--- src/rtl/seg_pkg.sv ---
// Shared constants and types for the six-digit multiplexed seven-segment scanner.
package seg_pkg;

  localparam int unsigned SEG_DIGITS = 6;
  localparam logic [7:0]  SEG_OFF    = 8'hFF;
  localparam logic [5:0]  SEL_OFF    = 6'h3F;

  typedef enum logic {
    ST_BLANK,
    ST_DRIVE
  } scan_state_t;

  // Active-low g..a patterns for hex 0-F (bit 0 = segment a).
  localparam logic [6:0] SEG_CODE [16] = '{
    7'h40, 7'h79, 7'h24, 7'h30, 7'h19, 7'h12, 7'h02, 7'h78,
    7'h00, 7'h10, 7'h08, 7'h03, 7'h46, 7'h21, 7'h06, 7'h0E
  };

endpackage

--- src/rtl/seg_decode.sv ---
// Combinational hex nibble to active-low seven-segment (g..a) decoder.
module seg_decode
  import seg_pkg::*;
(
  input  logic [3:0] i_hex,
  output logic [6:0] o_seg
);

  always_comb begin
    o_seg = SEG_CODE[i_hex];
  end

endmodule

--- src/rtl/seg_scan_ctrl.sv ---
// Six-digit seven-segment scan controller with double-buffered frame loading.
// Optional leading-zero suppression is compiled in with SEG_ZERO_BLANK_EN.
module seg_scan_ctrl
  import seg_pkg::*;
#(
  parameter int unsigned DWELL_CYC = 50000,
  parameter int unsigned BLANK_CYC = 500
) (
  input  logic        clk,
  input  logic        rstn,
  input  logic        en,
  input  logic        load_valid,
  output logic        load_ready,
  input  logic [23:0] load_data,
  input  logic [5:0]  load_dp,
  output logic        frame_done,
  output logic [5:0]  sel,
  output logic [7:0]  seg
);

  localparam int unsigned CNT_MAX = (DWELL_CYC > BLANK_CYC) ? DWELL_CYC : BLANK_CYC;
  localparam int unsigned CW      = (CNT_MAX > 1) ? $clog2(CNT_MAX) : 1;
  localparam logic [CW-1:0] BLANK_LAST = CW'(BLANK_CYC - 1);
  localparam logic [CW-1:0] DWELL_LAST = CW'(DWELL_CYC - 1);
  localparam logic [2:0]    IDX_LAST   = 3'(SEG_DIGITS - 1);

  scan_state_t r_state, w_state_nxt;
  logic [2:0]    r_idx, w_idx_nxt;
  logic [CW-1:0] r_cnt, w_cnt_nxt;
  logic [5:0]    r_sel, w_sel_nxt;
  logic [7:0]    r_seg, w_seg_nxt;
  logic          r_frame_done;
  logic          w_boundary;
  logic          w_accept;
  logic [23:0]   r_disp_data, r_pend_data;
  logic [5:0]    r_disp_dp, r_pend_dp;
  logic          r_pend_full;
  logic [3:0]    w_nib;
  logic [6:0]    w_code;
  logic          w_zblank;

  // Outputs are precomputed from the next state so they switch on the transition edge.
  always_ff @(posedge clk or negedge rstn) begin
    if (!rstn) begin
      r_state      <= ST_BLANK;
      r_idx        <= '0;
      r_cnt        <= '0;
      r_sel        <= SEL_OFF;
      r_seg        <= SEG_OFF;
      r_frame_done <= 1'b0;
    end else begin
      r_state      <= w_state_nxt;
      r_idx        <= w_idx_nxt;
      r_cnt        <= w_cnt_nxt;
      r_sel        <= w_sel_nxt;
      r_seg        <= w_seg_nxt;
      r_frame_done <= w_boundary;
    end
  end

  always_comb begin
    w_state_nxt = r_state;
    w_idx_nxt   = r_idx;
    w_cnt_nxt   = r_cnt + 1'b1;
    w_boundary  = 1'b0;
    unique case (r_state)
      ST_BLANK: begin
        if (r_cnt == BLANK_LAST) begin
          w_state_nxt = ST_DRIVE;
          w_cnt_nxt   = '0;
        end
      end
      ST_DRIVE: begin
        if (r_cnt == DWELL_LAST) begin
          w_state_nxt = ST_BLANK;
          w_cnt_nxt   = '0;
          w_boundary  = (r_idx == IDX_LAST);
          w_idx_nxt   = w_boundary ? '0 : r_idx + 1'b1;
        end
      end
    endcase
  end

  assign w_nib = r_disp_data[{w_idx_nxt, 2'b00} +: 4];

  seg_decode u_decode (
    .i_hex (w_nib),
    .o_seg (w_code)
  );

`ifdef SEG_ZERO_BLANK_EN
  always_comb begin
    w_zblank = (w_idx_nxt != '0);
    for (int unsigned j = 0; j < SEG_DIGITS; j++) begin
      if (j >= 32'(w_idx_nxt) && (r_disp_data[4*j +: 4] != 4'h0 || r_disp_dp[j]))
        w_zblank = 1'b0;
    end
  end
`else
  assign w_zblank = 1'b0;
`endif

  always_comb begin
    w_sel_nxt = SEL_OFF;
    w_seg_nxt = SEG_OFF;
    if (w_state_nxt == ST_DRIVE) begin
      w_sel_nxt = ~(6'd1 << w_idx_nxt);
      w_seg_nxt = w_zblank ? SEG_OFF : {~r_disp_dp[w_idx_nxt], w_code};
    end
  end

  assign w_accept = load_valid && !r_pend_full;

  // Accept requires an empty buffer, so it never collides with a boundary copy.
  always_ff @(posedge clk or negedge rstn) begin
    if (!rstn) begin
      r_disp_data <= '0;
      r_disp_dp   <= '0;
      r_pend_data <= '0;
      r_pend_dp   <= '0;
      r_pend_full <= 1'b0;
    end else if (w_boundary && r_pend_full) begin
      r_disp_data <= r_pend_data;
      r_disp_dp   <= r_pend_dp;
      r_pend_full <= 1'b0;
    end else if (w_accept) begin
      r_pend_data <= load_data;
      r_pend_dp   <= load_dp;
      r_pend_full <= 1'b1;
    end
  end

  assign load_ready = ~r_pend_full;
  assign frame_done = r_frame_done;
  assign sel        = en ? r_sel : SEL_OFF;
  assign seg        = en ? r_seg : SEG_OFF;

endmodule

--- config.mk ---
export PLATFORM = sky130hd
export DESIGN_NAME = seg_scan_ctrl
export DESIGN_NICKNAME = d
export VERILOG_FILES = /design/src/rtl/seg_pkg.sv /design/src/rtl/seg_decode.sv /design/src/rtl/seg_scan_ctrl.sv
export SDC_FILE = /design/constraint.sdc
export NUM_CORES = 1
export LEC_CHECK = 0
export CAP_MARGIN = 25
export CORE_MARGIN = 2
export CORE_UTILIZATION = 25
export DETAILED_ROUTE_END_ITERATION = 7
export GPL_ROUTABILITY_DRIVEN = 0
export PLACE_DENSITY = 0.46
export SLEW_MARGIN = 20
export SYNTH_ARGS = -nofsm -noshare
export SYNTH_HDL_FRONTEND = slang
export SYNTH_SLANG_ARGS = --single-unit
--- constraint.sdc ---
create_clock -name clk -period 3.98 [get_ports clk]
set_input_delay 0.398 -clock clk [delete_from_list [all_inputs] [get_ports clk]]
set_output_delay 0.398 -clock clk [all_outputs]
set_load 0.1 [all_outputs]
==> results of run 1 <==
[sequential cells by signal (all words and copies together), names as in the netlist]
| signal | cells |
|---|---|
| frame_done | 1 |
| r_cnt | 16 |
| r_disp_data | 24 |
| r_disp_dp | 6 |
| r_idx | 3 |
| r_pend_data | 24 |
| r_pend_dp | 6 |
| r_pend_full | 1 |
| r_seg | 8 |
| r_sel | 6 |
| r_state | 1 |
[cell type report]
class / count / area share, %
clock inverters: 6 / 1.48
clock buffers: 10 / 4.03
inverters: 14 / 0.947
multi-input cells: 263 / 36.7
flip-flops and latches: 96 / 42.6
well taps: 234 / 5.15
repair buffers: 57 / 9.10
[power by group through the flow]
| stage | registers (uW) | clock network (uW) | logic [uW] |
|---|---|---|---|
| 2_1_floorplan | 1050 | 0 | 35.9 |
| 3_3_place_gp | 1060 | 0 | 90.6 |
| 3_5_place_dp | 1060 | 0 | 93.4 |
| 4_1_cts | 1040 | 954 | 94.0 |
| 5_1_grt | 1040 | 988 | 102 |
| 6_report | 1040 | 920 | 90.6 |
[worst paths after layout]
kind | startpoint | endpoint | cells past startpoint | slack (ns)
hold / removal | rstn | r_disp_dp[3] | 1 | 0.09
hold reg to reg | r_pend_data[0] | r_disp_data[0] | 1 | 0.50
min in group clk | r_pend_data[0] | r_disp_data[0] | 1 | 0.50
setup / recovery | r_cnt[4] | r_seg[3] | 12 | 0.57
max in group asynchronous | rstn | r_cnt[5] | 2 | 3.15
setup reg to reg | r_cnt[4] | r_seg[3] | 12 | 0.57
[layer usage]
metal	vias to the layer above	share of wire (%)
li1	1481	-
met1	1508	49
met2	69	45
met3	16	3.9
met4	0	2.0
met5	-	0
[cells in the final DEF (no fill, tap or decap), types with 5 or more instances in the layout]
master,count
a21oi_1,9
buf_4,22
clkbuf_16,9
clkdlybuf4s50_1,34
dfrtp_1,82
dfstp_2,14
ha_1,8
inv_1,11
mux2_2,66
mux2i_1,10
nand2_1,19
nand2b_1,14
nand3_1,16
nor2_1,28
nor3_1,11
o21ai_0,5
xnor2_1,9
xor2_1,6
[metrics by stage]
stage | worst slack, ns | cells | total power, uW | cell area, um^2 | utilization, %
final | 0.571 | 680 | 2050 | 5680 | 30.6
after global routing | 0.307 | 680 | 2130 | 5680 | 30.6
after CTS | 0.578 | 680 | 2090 | 5670 | 30.5
after detailed placement | 0.596 | 664 | 1150 | 5360 | 28.8
after global placement | 0.691 | 664 | 1150 | 5360 | 28.8
after floorplan | 0.666 | 392 | 1080 | 4690 | -
[critical path, cell delays in order, from the launching register on]
cell and delay (ns):
dfrtp_1 0.44, or4b_4 0.59, or4_4 0.63, nor3_4 0.23
a21oi_2 0.08, inv_2 0.17, a21oi_1 0.06, a21oi_1 0.22
inv_1 0.14, ha_1 0.25, or2_2 0.30, a21oi_1 0.13
o21ai_1 0.07
[logic make-up after synthesis]
family,Yosys count,synth area share (%)
XOR/XNOR,15,2.80
AND/OR/NAND/NOR,119,14.0
buffers and inverters,33,4.08
AO/OA/AOI/OAI,44,7.18
adder cells (fa/ha/maj),8,2.13
multiplexers,77,18.2
flip-flops,96,51.6
==> summary.md, run 1 <==
| Metric | Value |
|---|---|
| Status | finished clean |
| DIE HEIGHT | 141 um |
| Maximum Capacitance Violations | 0 |
| #FFs+latches synth | 96 |
| Vias in the first global route | 3116 |
| Starting DRT DRC Count | 223 |
| Sequential Power Share | 50.6% |
| Switching Fraction | 20.8% |
| Layout Nets | 483 |
| Post-synth EDFFs | 0 |
| Met1 usage | 14.8% |
| Initial antenna violation count | 0 |
| Drt pass-1 iters | 4 |
| Core box area | 18600 um^2 |
| DR vias/cell | 4.52 |
| Hold crit path type | primary input to async pin |
| Worst VDD drop | 184 uV |
| Die ar. | 19900 um^2 |
| Fin. Hold Viols | 0 |
| Layout cells sized above 1 | 31.4% |
| Top cell type by total area after synthesis | dfrtp_1 |
| Post-CTS Hold Buffers | 0 |
| Final antenna-violating net count | 0 |
| Worst Tran Pin Value | 0.971 ns |
| WHS | 0.0902 ns |
| Post-Route WL | 9990 um |
| Initial Utilization | 25.2% |
| # IOs | 50 |
| CTS HTree Levels | 3 |
| CP endpoint kind | register |
| Comb pwr share | 4.4% |
| Clk root buf | clkbuf_16 |
| Die Width | 141 um |
| CTS Buffer Depth | 2 |
| Grt met3 use | 2.68% |
| Slew headroom | 35.1% |
| Startpoint types | register |
| RSZ-0062 raised after global routing | false |
| CTS tree | done |
| Final setup fails | 0 |
| Clk sink count | 96 |
| Psw | 425 uW |
| Footprint of the multi-input gates | 2080 um^2 |
| Synthesized cell area | 4690 um^2 |
| Global-route wire length before repair | 16600 um |
| Syn Area/Cell | 12.0 um^2 |
| CTS Buf Count | 9 |
| Count leader, synth | dfrtp_1 |
| All-Layer GR Usage | 10.7% |
| Worst-Skew Late Latency | 0.35 ns |
| GRT overflow | 0 |
| Max-slew violation count | 0 |
| Pin count of the biggest net entering global routing | 83 |
| Layout filler cell count | 1849 |
| Top Usage Layer GRT | met2 |
| Setup TNS | 0 ns |
| # resized after CTS | 0 |
| Area Overhead vs Synth | 21.1% |
| Ys flop type | dfrtp_1 |
| Int Pwr | 1620 uW |
| Minimum clock period | 3.41 ns |
| Post-DP HPWL | 7110 um |
| Arr. time, crit path | 3.65 ns |
| FMAX | 293 MHz |
| Diode count | 0 |
| Yosys top cell area share | 43.8% |
| Post-CTS setup buffer count | 0 |
| Synth Instances | 392 |
| Syn Nets | 434 |
| Met2 Resource Use GR | 15.7% |
| Pwr Density | 360 nW/um^2 |
| Clock Skew | 0.00907 ns |
| DR WL/cell | 14.7 um |
| LEAKAGE | 0.00246 uW |
| Synth top cells by count | dfrtp_1, mux2_2, nor2_1 |
| CP Max Fanout | 8 |
| Reg clk slew, reported paths | 0.07 ns |
| Yosys warns | 0 |
| Via count | 3074 |
| Post-synth ARST share | 100% |
| Register area share after synthesis | 51.6% |
| Reg area | 2420 um^2 |
| Tcrit/Tclk final | 85.6% |
| CP required | 4.22 ns |
| Clock power frac | 44.9% |
| Residual DRC | 0 |
| Crit Path Category | register to register |
| Port bufs | 49 |
| Distinct cells, synth | 66 |
| Row cnt | 50 |
| Area contributors post-synth | dfrtp_1, mux2_2, dfstp_2 |
Note: power is estimated with default switching activity, not from simulation.
==> run 2: changes to the inputs <==
--- a/config.mk
+++ b/config.mk
@@ -10,7 +10,9 @@
 export CORE_UTILIZATION = 25
 export DETAILED_ROUTE_END_ITERATION = 7
 export GPL_ROUTABILITY_DRIVEN = 0
+export HOLD_SLACK_MARGIN = 0.1
 export PLACE_DENSITY = 0.46
+export REMOVE_ABC_BUFFERS = 1
 export SLEW_MARGIN = 20
 export SYNTH_ARGS = -nofsm -noshare
 export SYNTH_HDL_FRONTEND = slang
==> constraint.sdc (replaced) <==
create_clock -name clk -period 3.98 [get_ports clk]
set_input_delay 0.995 -clock clk [delete_from_list [all_inputs] [get_ports clk]]
set_output_delay 0.995 -clock clk [all_outputs]
set_load 0.1 [all_outputs]
==> summary.md, run 2 (same netlist as run 1, synthesis figures left out) <==
| Metric | Value |
|---|---|
| Port bufs | 49 (unchanged) |
| Fin. Hold Viols | 0 (unchanged) |
| Slew headroom | 35.4% (+0.34 points) |
| Critical path's slowest cell | or4b_4 |
| Vias in the first global route | 3140 (+0.77%) |
| CP Cell Sequence | or4b_4 -> nor4_4 -> buf_4 -> nor3_1 -> o21a_1 -> or4_4 -> ha_1 -> mux2_1 -> nand2_1 -> o311ai_1 |
| Hold crit path type | register to register |
| Final setup fails | 0 (unchanged) |
| Reg area | 2420 um^2 (unchanged) |
| Setup TNS | 0 ns (unchanged) |
| Most common cell after layout, fill and taps aside | dfrtp_1 |
| DR WL/cell | 14.1 um (-3.9%) |
| Post-CTS setup buffer count | 0 (unchanged) |
| Post-Layout Cell Count | 682 (+0.29%) |
| Clk sink count | 96 (unchanged) |
| Pin count of the biggest net entering global routing | 60 (-28%) |
| DR vias/cell | 4.56 (+0.91%) |
| Core box area | 18600 um^2 (unchanged) |
| Via count | 3111 (+1.2%) |
| Clock Skew | 0.00625 ns (-0.00282 ns) |
| Max-slew violation count | 0 (unchanged) |
| Residual DRC | 0 (unchanged) |
| Die Width | 141 um (unchanged) |
| DP Cell Count | 666 (+0.30%) |
| Pwr Density | 333 nW/um^2 (-7.5%) |
| DIE HEIGHT | 141 um (unchanged) |
| CTS Buffer Depth | 2 (unchanged) |
| Setup WS post-layout | 0.570 ns (-0.00109 ns) |
| FMAX | 293 MHz (about the same) |
| Reg clk slew, reported paths | 0.06 ns (about the same) |
| Final antenna-violating net count | 0 (unchanged) |
| Layout Nets | 485 (+0.41%) |
| LEAKAGE | 0.00255 uW (+3.6%) |
| Worst path max stage delay | 0.59 ns (-0.04 ns) |
| Worst VDD drop | 173 uV (-6.4%) |
| Status | finished clean |
| All-Layer GR Usage | 10.2% (-0.45 points) |
| # resized after CTS | 0 (unchanged) |
| Minimum clock period | 3.41 ns (+0.00109 ns) |
| Setup WS pre-CTS | 0.566 ns (-0.0296 ns) |
| Drt pass-1 iters | 4 (unchanged) |
| Layout filler cell count | 1861 (+0.65%) |
| # IOs | 50 (unchanged) |
| CP Max Fanout | 12 (+4) |
| CP endpoint kind | register |
| CP required | 4.21 ns (about the same) |
| Clk root buf | clkbuf_16 |
| Tcrit/Tclk final | 85.7% (about the same) |
| Area Overhead vs Synth | 24.5% |
| CTS tree | done |
| Post-Route WL | 9630 um (-3.6%) |
| Row cnt | 50 (unchanged) |
| Post-DP HPWL | 6920 um (-2.7%) |
| Diode count | 0 (unchanged) |
| Initial antenna violation count | 0 (unchanged) |
| CTS HTree Levels | 3 (unchanged) |
| Layout cells sized above 1 | 31.7% (+0.31 points) |
| Crit Path Category | register to register |
| Post-CTS Hold Buffers | 0 (unchanged) |
| Startpoint types | register |
| Flop-to-flop setup slack | 0.57 ns (about the same) |
| Worst-Skew Late Latency | 0.34 ns (about the same) |
| Regs by FF count | r_disp_data (24), r_pend_data (24), r_cnt (16) |
| RSZ-0062 raised after global routing | false |
| Footprint of the multi-input gates | 2080 um^2 (unchanged) |
| WHS | 0.488 ns (+0.398 ns) |
| Commonest non-fill, non-tap cells in the layout | dfrtp_1, mux2_2, clkdlybuf4s50_1 |
| Die ar. | 19900 um^2 (unchanged) |
| Maximum Capacitance Violations | 0 (unchanged) |
| CTS Buf Count | 9 (unchanged) |
| Worst Tran Pin Value | 0.966 ns (-0.00514 ns) |
| Arr. time, crit path | 3.63 ns (-0.02 ns) |
| GRT overflow | 0 (unchanged) |
| Initial Utilization | 25.2% (unchanged) |
| Starting DRT DRC Count | 148 (-34%) |
| Global-route wire length before repair | 16100 um (-3.0%) |
-- run 2: worst paths after layout --
kind                       startpoint              end  cells past startpoint
max                          r_cnt[4]         r_seg[6]                     10
min                          r_cnt[0]         r_cnt[0]                      1
max reg2reg                  r_cnt[4]         r_seg[6]                     10
min reg2reg                  r_cnt[0]         r_cnt[0]                      1
max in group asynchronous        rstn     r_disp_dp[0]                      2
min in group asynchronous        rstn  r_disp_data[21]                      1
-- run 2: cell type report --
class,instances,share of cell area (%)
clock buffer,13,4.63
clock inverter,3,0.257
inverter,14,0.921
multi-input combinational,263,35.7
sequential,96,41.4
tap,234,5.01
timing repair buffer,59,12.0
-- run 2: where the power goes --
part	internal, uW	switching, uW
clock network	472	349
registers	1020	20.2
logic	57.5	32.8
-- run 2: per-layer routing --
metal,vias to the layer above,wire length [um],global-route usage (%)
li1,1491,-,-
met1,1564,4820,14.0
met2,46,4370,15.9
met3,10,289,2.07
met4,0,146,4.00
met5,-,0,0
-- run 2: through the flow --
stage          power (uW)  utilization [%]  instance area, um^2
3_5_place_dp         1150             29.9                 5550
4_1_cts              1980             31.4                 5840
5_1_grt              2030             31.4                 5840
3_3_place_gp         1150             29.9                 5550
6_report             1950             31.4                 5840
2_1_floorplan        1080                -                 4550
-- run 2: worst max-delay path: cells and delay by family, from the launching register on --
kind,cells,cell delay (ns)
flops,1,0.43
buf+inv,1,0.28
mux,1,0.29
fa+ha+maj,1,0.23
simple gates,5,1.75
compound gates,2,0.31
==> run 3: changes to the inputs <==
--- a/config.mk
+++ b/config.mk
@@ -6,12 +6,14 @@
 export NUM_CORES = 1
 export LEC_CHECK = 0
 export CAP_MARGIN = 25
+export CELL_PAD_IN_SITES_DETAIL_PLACEMENT = 1
+export CELL_PAD_IN_SITES_GLOBAL_PLACEMENT = 2
 export CORE_MARGIN = 2
 export CORE_UTILIZATION = 25
 export DETAILED_ROUTE_END_ITERATION = 7
 export GPL_ROUTABILITY_DRIVEN = 0
 export HOLD_SLACK_MARGIN = 0.1
-export PLACE_DENSITY = 0.46
+export PLACE_DENSITY = 0.6
 export REMOVE_ABC_BUFFERS = 1
 export SLEW_MARGIN = 20
 export SYNTH_ARGS = -nofsm -noshare
==> summary.md, run 3 (same netlist as run 1, synthesis figures left out) <==
| Metric | Value |
|---|---|
| Status | finished clean |
| CTS tree | done |
| Initial antenna violation count | 0 (unchanged) |
| Setup TNS | 0 ns (unchanged) |
| Worst-Skew Late Latency | 0.35 ns (about the same) |
| Most common cell after layout, fill and taps aside | dfrtp_1 |
| Layout filler cell count | 1990 (+6.9%) |
| Residual DRC | 0 (unchanged) |
| DR WL/cell | 15.2 um (+7.8%) |
| DP Cell Count | 667 (+0.15%) |
| Port bufs | 49 (unchanged) |
| CTS Buffer Depth | 2 (unchanged) |
| R2R depth | 12 (+2) |
| Initial Utilization | 25.2% (unchanged) |
| Arr. time, crit path | 3.66 ns (+0.03 ns) |
| Crit Path Category | register to register |
| Starting DRT DRC Count | 162 (+9.5%) |
| Vias in the first global route | 3415 (+8.8%) |
| Via count | 3124 (+0.42%) |
| DR vias/cell | 4.58 (+0.42%) |
| Worst Tran Pin Value | 0.963 ns (-0.00249 ns) |
| Worst VDD drop | 205 uV (+19%) |
| CP required | 4.25 ns (+0.04 ns) |
| Diode count | 0 (unchanged) |
| # IOs | 50 (unchanged) |
| Startpoint types | register |
| Hold depth | 1 (unchanged) |
| GRT overflow | 0 (unchanged) |
| Reg clk slew, reported paths | 0.06 ns (about the same) |
| Clock Skew | 0.00530 ns (-0.000951 ns) |
| Pwr Density | 347 nW/um^2 (+4.1%) |
| Area Overhead vs Synth | 25.4% |
| Worst hold path startpoint | r_cnt[13] |
| Layout Nets | 486 (+0.21%) |
| Post-Layout Cell Count | 682 (unchanged) |
| Pin count of the biggest net entering global routing | 57 (-5.0%) |
| CP Max Fanout | 22 (+10) |
| Global-route wire length before repair | 18400 um (+14%) |
| Clk root buf | clkbuf_16 |
| Clk sink count | 96 (unchanged) |
| DIE HEIGHT | 141 um (unchanged) |
| Critical path's slowest cell | or4b_4 |
| Max-slew violation count | 0 (unchanged) |
| CTS Buf Count | 9 (unchanged) |
| Post-DP HPWL | 7580 um (+9.6%) |
| Power Total | 2040 uW (+4.8%) |
| Worst path max stage delay | 0.59 ns (about the same) |
| CP Cell Sequence | or4b_4 -> nor4_4 -> buf_4 -> nand2_4 -> or3_1 -> a22oi_1 -> or4_4 -> clkinv_2 -> ha_1 -> or2_2 -> a21oi_1 -> o21ai_1 |
| Final antenna-violating net count | 0 (unchanged) |
| LEAKAGE | 0.00256 uW (+0.17%) |
| FMAX | 295 MHz (+0.70%) |
| Post-CTS setup buffer count | 0 (unchanged) |
| All-Layer GR Usage | 11.7% (+1.5 points) |
| Final setup fails | 0 (unchanged) |
| Post-Route WL | 10400 um (+7.8%) |
| CTS HTree Levels | 3 (unchanged) |
| Crit Reg-Reg Startpoint | r_cnt[4] |
| Maximum Capacitance Violations | 0 (unchanged) |
| Minimum clock period | 3.39 ns (-0.0237 ns) |
| Die ar. | 19900 um^2 (unchanged) |
| CP endpoint kind | register |
| Row cnt | 50 (unchanged) |
| Hold crit path type | register to register |
| Commonest non-fill, non-tap cells in the layout | dfrtp_1, mux2_2, clkdlybuf4s50_1 |
| Die Width | 141 um (unchanged) |
| Slew headroom | 35.6% (+0.17 points) |
| RSZ-0062 raised after global routing | false |
| R2R Path End | r_seg[3] |
| Post-CTS Hold Buffers | 0 (unchanged) |
| # resized after CTS | 0 (unchanged) |
| Drt pass-1 iters | 4 (unchanged) |
| Regs by FF count | r_disp_data (24), r_pend_data (24), r_cnt (16) |
| Tcrit/Tclk final | 85.1% (-0.60 points) |
| Flop-to-flop setup slack | 0.59 ns (+0.02 ns) |
| Core box area | 18600 um^2 (unchanged) |
| Hold EP | r_cnt[13] |
| WHS | 0.497 ns (+0.00914 ns) |
| Layout cells sized above 1 | 31.0% (-0.67 points) |
| Fin. Hold Viols | 0 (unchanged) |
[run 3: per-stage QoR]
step | cell area (um^2) | util, % | setup WS [ns]
after global routing | 5880 | 31.7 | 0.394
after CTS | 5880 | 31.7 | 0.605
after floorplan | 4550 | - | 0.432
after global placement | 5540 | 29.8 | 0.631
after detailed placement | 5580 | 30.0 | 0.612
final | 5880 | 31.7 | 0.594
[run 3: how the worst max path moves through the flow]
stage	slack (ns)	start	endpoint
after detailed placement	0.61	r_cnt[4]	r_seg[6]
after CTS	0.61	r_cnt[4]	r_seg[6]
after global routing	0.39	r_cnt[4]	r_seg[3]
after global placement	0.63	r_cnt[4]	r_seg[3]
after floorplan	0.43	r_cnt[4]	r_seg[3]
final	0.59	r_cnt[4]	r_seg[3]
[run 3: final cells by class]
class | instances | area [um^2] | area share [%]
Multi-Input combinational cell | 263 | 2080 | 35.4
Inverter | 14 | 53.8 | 0.915
Sequential cell | 96 | 2420 | 41.1
Tap cell | 234 | 293 | 4.98
Timing Repair Buffer | 60 | 731 | 12.4
Clock inverter | 3 | 67.6 | 1.15
Clock buffer | 12 | 236 | 4.02
[run 3: power breakdown]
part | internal (uW) | total [uW] | switching [uW]
clock | 548 | 911 | 363
sequential | 1020 | 1040 | 20.0
combinational | 59.8 | 94.2 | 34.4
[run 3: layer usage]
metal	GRT usage, %	vias to the layer above	routed length [um]
li1	-	1497	-
met1	15.9	1572	5030
met2	18.1	44	4880
met3	3.46	11	344
met4	3.47	0	142
met5	0	-	0
[run 3: worst max-delay path, delay by kind of cell (launching register included)]
kind	cells	cell delay (ns)
buf+inv	2	0.40
flops	1	0.43
fa+ha+maj	1	0.21
compound gates	3	0.46
simple gates	6	1.81
